$ cat src/rtl/sync_fifo_param_if.sv
// Handshake and status bundle between a sync_fifo_param instance and the logic around it.
// The producer/consumer side uses the master modport and the FIFO uses the slave modport.
interface sync_fifo_param_if #(
   parameter int WIDTH = 8,
   parameter int DEPTH = 16
);
   localparam int CW = $clog2(DEPTH) + 1;

   logic             write;
   logic [WIDTH-1:0] din;
   logic             read;
   logic             err_clr;
   logic [WIDTH-1:0] dout;
   logic             full;
   logic             empty;
   logic             almost_full;
   logic             almost_empty;
   logic [CW-1:0]    cnt;
   logic             overflow;
   logic             underflow;

   modport master (
      output write, din, read, err_clr,
      input  dout, full, empty, almost_full, almost_empty, cnt, overflow, underflow
   );

   modport slave (
      input  write, din, read, err_clr,
      output dout, full, empty, almost_full, almost_empty, cnt, overflow, underflow
   );
endinterface

$ cat src/rtl/sync_fifo_param.sv
// Parametrised single-clock show-ahead FIFO with a registered occupancy count and threshold flags.
// Define SYNC_FIFO_STICKY_ERR_EN to build the sticky overflow/underflow flags cleared by err_clr.
module sync_fifo_param #(
   parameter int WIDTH         = 8,
   parameter int DEPTH         = 16,
   parameter int AFULL_THRESH  = DEPTH - 2,
   parameter int AEMPTY_THRESH = 2
) (
   input  logic                 clk,
   input  logic                 rst,
   sync_fifo_param_if.slave     bus
);
   localparam int AW = $clog2(DEPTH);
   localparam int CW = AW + 1;
   localparam logic [CW-1:0] CNT_FULL = CW'(DEPTH);
   localparam logic [CW-1:0] AF_LVL   = CW'(AFULL_THRESH);
   localparam logic [CW-1:0] AE_LVL   = CW'(AEMPTY_THRESH);

   logic [WIDTH-1:0] mem [DEPTH];
   logic [AW-1:0]    wptr, rptr;
   logic [CW-1:0]    cnt_q, cnt_nxt;
   logic             full_q, empty_q, afull_q, aempty_q;
   logic             wr_acc, rd_acc;

   // A full FIFO still takes a write when the head is read in the same cycle.
   assign rd_acc = bus.read && !empty_q;
   assign wr_acc = bus.write && (!full_q || bus.read);

   always_comb begin
      cnt_nxt = cnt_q;
      case ({wr_acc, rd_acc})
         2'b10:   cnt_nxt = cnt_q + 1'b1;
         2'b01:   cnt_nxt = cnt_q - 1'b1;
         default: cnt_nxt = cnt_q;
      endcase
   end

   always_ff @(posedge clk) begin
      if (rst) begin
         wptr     <= '0;
         rptr     <= '0;
         cnt_q    <= '0;
         full_q   <= 1'b0;
         empty_q  <= 1'b1;
         afull_q  <= 1'b0;
         aempty_q <= 1'b1;
      end else begin
         if (wr_acc) wptr <= wptr + 1'b1;
         if (rd_acc) rptr <= rptr + 1'b1;
         cnt_q    <= cnt_nxt;
         full_q   <= (cnt_nxt == CNT_FULL);
         empty_q  <= (cnt_nxt == '0);
         afull_q  <= (cnt_nxt >= AF_LVL);
         aempty_q <= (cnt_nxt <= AE_LVL);
      end
   end

   always_ff @(posedge clk) begin
      if (!rst && wr_acc) mem[wptr] <= bus.din;
   end

   assign bus.dout         = mem[rptr];
   assign bus.cnt          = cnt_q;
   assign bus.full         = full_q;
   assign bus.empty        = empty_q;
   assign bus.almost_full  = afull_q;
   assign bus.almost_empty = aempty_q;

`ifdef SYNC_FIFO_STICKY_ERR_EN
   logic ovf_q, unf_q;

   // A new rejection in the clearing cycle keeps the flag set.
   always_ff @(posedge clk) begin
      if (rst) begin
         ovf_q <= 1'b0;
         unf_q <= 1'b0;
      end else begin
         ovf_q <= (bus.write && !wr_acc) || (ovf_q && !bus.err_clr);
         unf_q <= (bus.read && !rd_acc) || (unf_q && !bus.err_clr);
      end
   end

   assign bus.overflow  = ovf_q;
   assign bus.underflow = unf_q;
`else
   logic unused_err_clr;
   assign unused_err_clr = bus.err_clr;
   assign bus.overflow   = 1'b0;
   assign bus.underflow  = 1'b0;
`endif
endmodule

$ cat src/flat_wrapper.sv
// flat-port wrapper written by rule: the top's interface ports become plain ports
module sync_fifo_param_flat 
#(
   parameter int WIDTH         = 8,
   parameter int DEPTH         = 16,
   parameter int AFULL_THRESH  = DEPTH - 2,
   parameter int AEMPTY_THRESH = 2
)
  (clk, rst, bus_write, bus_din, bus_read, bus_err_clr, bus_dout, bus_full, bus_empty, bus_almost_full, bus_almost_empty, bus_cnt, bus_overflow, bus_underflow);
  sync_fifo_param_if #(.WIDTH(WIDTH), .DEPTH(DEPTH)) bus_i ();
  input  logic clk;
  input  logic rst;
  input wire logic [$bits(bus_i.write)-1:0] bus_write;
  input wire logic [$bits(bus_i.din)-1:0] bus_din;
  input wire logic [$bits(bus_i.read)-1:0] bus_read;
  input wire logic [$bits(bus_i.err_clr)-1:0] bus_err_clr;
  output wire logic [$bits(bus_i.dout)-1:0] bus_dout;
  output wire logic [$bits(bus_i.full)-1:0] bus_full;
  output wire logic [$bits(bus_i.empty)-1:0] bus_empty;
  output wire logic [$bits(bus_i.almost_full)-1:0] bus_almost_full;
  output wire logic [$bits(bus_i.almost_empty)-1:0] bus_almost_empty;
  output wire logic [$bits(bus_i.cnt)-1:0] bus_cnt;
  output wire logic [$bits(bus_i.overflow)-1:0] bus_overflow;
  output wire logic [$bits(bus_i.underflow)-1:0] bus_underflow;
  assign bus_i.write = bus_write;
  assign bus_i.din = bus_din;
  assign bus_i.read = bus_read;
  assign bus_i.err_clr = bus_err_clr;
  assign bus_dout = bus_i.dout;
  assign bus_full = bus_i.full;
  assign bus_empty = bus_i.empty;
  assign bus_almost_full = bus_i.almost_full;
  assign bus_almost_empty = bus_i.almost_empty;
  assign bus_cnt = bus_i.cnt;
  assign bus_overflow = bus_i.overflow;
  assign bus_underflow = bus_i.underflow;
  sync_fifo_param #(.WIDTH(WIDTH), .DEPTH(DEPTH), .AFULL_THRESH(AFULL_THRESH), .AEMPTY_THRESH(AEMPTY_THRESH)) u_core (.clk(clk), .rst(rst), .bus(bus_i));
endmodule
$ cat config.mk
export PLATFORM = sky130hd
export DESIGN_NAME = sync_fifo_param_flat
export DESIGN_NICKNAME = d
export VERILOG_FILES = /design/src/rtl/sync_fifo_param_if.sv /design/src/rtl/sync_fifo_param.sv /design/src/flat_wrapper.sv
export SDC_FILE = /design/constraint.sdc
export NUM_CORES = 1
export LEC_CHECK = 0
export CORE_UTILIZATION = 45
export DETAILED_ROUTE_END_ITERATION = 10
export GPL_ROUTABILITY_DRIVEN = 0
export SETUP_SLACK_MARGIN = 0.4
export SLEW_MARGIN = 20
export SYNTH_ARGS = -nofsm -noshare
export SYNTH_HDL_FRONTEND = slang
export SYNTH_SLANG_ARGS = --single-unit
$ cat constraint.sdc
create_clock -name clk -period 6.1 [get_ports clk]
set_input_delay 1.22 -clock clk [delete_from_list [all_inputs] [get_ports clk]]
set_output_delay 1.22 -clock clk [all_outputs]
set_load 0.05 [all_outputs]
==> metrics.md <==
| Metric | Value |
|---|---|
| Status | `finished clean` |
| YS warnings | `0` |
| Synthesized area per cell | `about 19 sq um` |
| Maximum VDD drop | `between 0.2 and 0.25 mV` |
| Library cells used by synthesis | `40` |
| Fin nets | `about 370` |
| Yosys reg bits | `around 150` |
| Clock Path Buffers | `2` |
| Synthesized area | `roughly 6100 sq um` |
| Hold WC Path Type | `reg2reg` |
| ANT cells | `0` |
| First-pass GRT wire length | `roughly 18,000 um` |
| Via Count | `around 2.9k` |
| Latest clock arrival within the worst-skew pair | `roughly 420 ps` |
| Critical Path Start Type | `flop` |
| Drt first-iter violations | `about 300` |
| Post-route ant nets | `0` |
| Setup Skew | `slightly above 7 ps` |
| Final hold vios | `0` |
| Vias in the first global route | `approximately 3k` |
| Crit path kind | `reg2out` |
| Sequential fraction of the synthesis area | `0.703` |
| CTS buffer count | `17` |
| Post-detail-place hpwl | `about 6700 um` |
| Clk slew on worst S/H paths | `50 ps` |
| CTS Sinks | `between 100 and 150` |
| Final Max Tran Viols | `0` |
| Routed wire per std cell | `~22 um` |
| I/O pins | `32` |
| Core area | `around 13,000 sq um` |
| Post-synth top cells | `edfxtp_1 (128), nor2_1 (34), mux4_1 (28)` |
| Crit. End Element | `primary output` |
| Post-route minimum period | `4600 ps` |
| CTS tree | `yes` |
| Final WL | `11,700 um` |
| # resized after CTS | `0` |
| Syn Inst Count | `between 300 and 400` |
| Max-slew headroom | `0.263` |
| Area delta synth->final | `17.0%` |
| Row Count | `42` |
| Antenna violations before repair | `0` |
| Synth area leader | `edfxtp_1` |
| DR pass1 iterations | `4` |
| Critical path required time | `just under 5000 ps` |
| Fill cell count | `~1.0k` |
| Initial Util | `0.460` |
| Period utilization | `0.755` |
| Power Total | `around 2.7 mW` |
| Number of buffers added on ports | `28` |
| Largest cells by area after synthesis | `edfxtp_1 (63%), mux4_1 (12%), dfxtp_1 (6.9%), mux4_2 (4.5%), nor2_1 (2.1%)` |
| Setup TNS | `0 ps` |
| Crit-path max FO | `32` |
| Slew at the pin with the worst max-slew slack | `~1100 ps` |
| Root Driver | `clkbuf_16` |
| Largest net degree at the start of global routing | `33` |
| Most frequent cell after synthesis | `edfxtp_1` |
| Fmax | `approximately 220 MHz` |
| DIE HEIGHT | `roughly 120 um` |
| Avg Vias per Cell | `around 5.5` |
| Pleak | `approximately 2.3 nW` |
| EDFF count, synth | `128` |
| Predominant post-synthesis flop cell | `edfxtp_1` |
| Share of the synthesized area in the top cell type | `0.634` |
| Number of hold buffers added after cts | `0` |
| Setup violators final | `0` |
| Unrepaired setup endpoints after global routing | `false` |
| DIE AREA | `approximately 14,000 sq um` |
| Max Cap Violations | `0` |
| GRT Total Usage | `0.181` |
| Layout cells sized above 1 | `0.148` |
| Setup bufs post-CTS | `0` |
| H-tree depth | `4` |
| Fraction of registers with async set/reset | `0` |
| Total gr overflow | `0` |
| Pwr per Cell Area | `slightly below 400 nW/um^2` |
| Worst path arrival time | `about 3400 ps` |
| # DRC | `0` |
| Die Width | `between 100 and 150 um` |
==> final cells by class <==
cell class | instances | area [sq um] | share of cell area
sequential | 149 | 4270 | 0.601
multi-input combinational | 144 | 1680 | 0.237
clock buffer | 17 | 425 | 0.0600
timing repair buffer | 31 | 303 | 0.0427
clock inverter | 14 | 185 | 0.0261
tap | 176 | 220 | 0.0310
inverter | 4 | 15.0 | 0.00212
==> power breakdown <==
part | switching (mW) | internal, mW | total [mW] | leakage [nW]
registers | 0.0789 | 1.14 | 1.22 | 1.33
logic | 0.232 | 0.202 | 0.434 | 0.702
clock network | 0.396 | 0.679 | 1.07 | 0.286
total | 0.707 | 2.02 | 2.73 | 2.31
==> registers in the layout, indices dropped and copies added (netlist names), named ones only <==
register and count:
u_core.mem 128, u_core.bus.cnt 5, u_core.rptr 4, u_core.wptr 4, u_core.bus.almost_empty 1, u_core.bus.almost_full 1
u_core.bus.empty 1, u_core.bus.full 1
==> worst max-delay path: stages (launching register included) <==
cell and delay [ps]:
dfxtp_2 1000, mux4_1 710, mux4_2 530, clkdlybuf4s50_1 720
==> layer usage <==
layer  up-vias  wire (um)  part of all wire  GRT usage
met2        68       5810              0.50      0.288
met4         0        197             0.017     0.0745
met5         -          0                 0          0
met1      1516       5270              0.45      0.236
met3        17        422             0.036     0.0484
li1       1333          -                 -          -
==> final timing paths <==
check,from,to,slack (ps),depth (start not counted)
min,u_core.rptr[1],flop,550,2
max reg2reg,u_core.bus.full,u_core.bus.full,3170,10
max,flop,bus_dout[7],1500,3
min reg2reg,u_core.rptr[1],flop,550,2
==> through the flow <==
step | area (sq um) | cells | utilization | hold slack, ps | setup slack (ps)
6_report | 7090 | 535 | 0.538 | 549 | 1500
5_1_grt | 7090 | 535 | 0.538 | 588 | 1380
4_1_cts | 7090 | 535 | 0.537 | 552 | 1450
3_5_place_dp | 6480 | 504 | 0.491 | 541 | 1740
3_3_place_gp | 6480 | 504 | 0.491 | 510 | 1800
2_1_floorplan | 6070 | 315 | - | 485 | 2600
==> cell families after synthesis <==
kind of cell	share of synthesized area
DFF	0.703
AOI/OAI and AO/OA	0.0194
other	0.000618
adders and majority gates	0.0165
muxes	0.174
buffers and inverters	0.0219
xor gates and xnor gates	0.0130
and+or+nand+nor	0.0512
==> cells in the final DEF (no fill, tap or decap), drive strengths merged, types with 2 or more instances in the layout <==
| master | Yosys | routed |
|---|---|---|
| o21ai | 4 | 4 |
| edfxtp | 128 | 128 |
| nand4 | 2 | 2 |
| conb | 1 | 2 |
| nand2b | 2 | 2 |
| ha | 8 | 8 |
| mux4 | 40 | 40 |
| dfxtp | 21 | 21 |
| clkbuf | 5 | 17 |
| nor2b | 3 | 3 |
| xor2 | 7 | 7 |
| nor3b | 2 | 2 |
| bufinv | 0 | 4 |
| nor3 | 4 | 4 |
| a221oi | 2 | 2 |
| a21oi | 3 | 3 |
| clkinv | 0 | 5 |
| a31oi | 3 | 3 |
| or3 | 3 | 3 |
| nor2 | 34 | 34 |
| inv | 4 | 5 |
| mux2i | 4 | 4 |
| clkinvlp | 0 | 4 |
| xnor2 | 2 | 2 |
| buf | 13 | 3 |
| nand2 | 8 | 8 |
| clkdlybuf4s50 | 0 | 28 |
No activity file was read; power rests on OpenSTA's default activity.
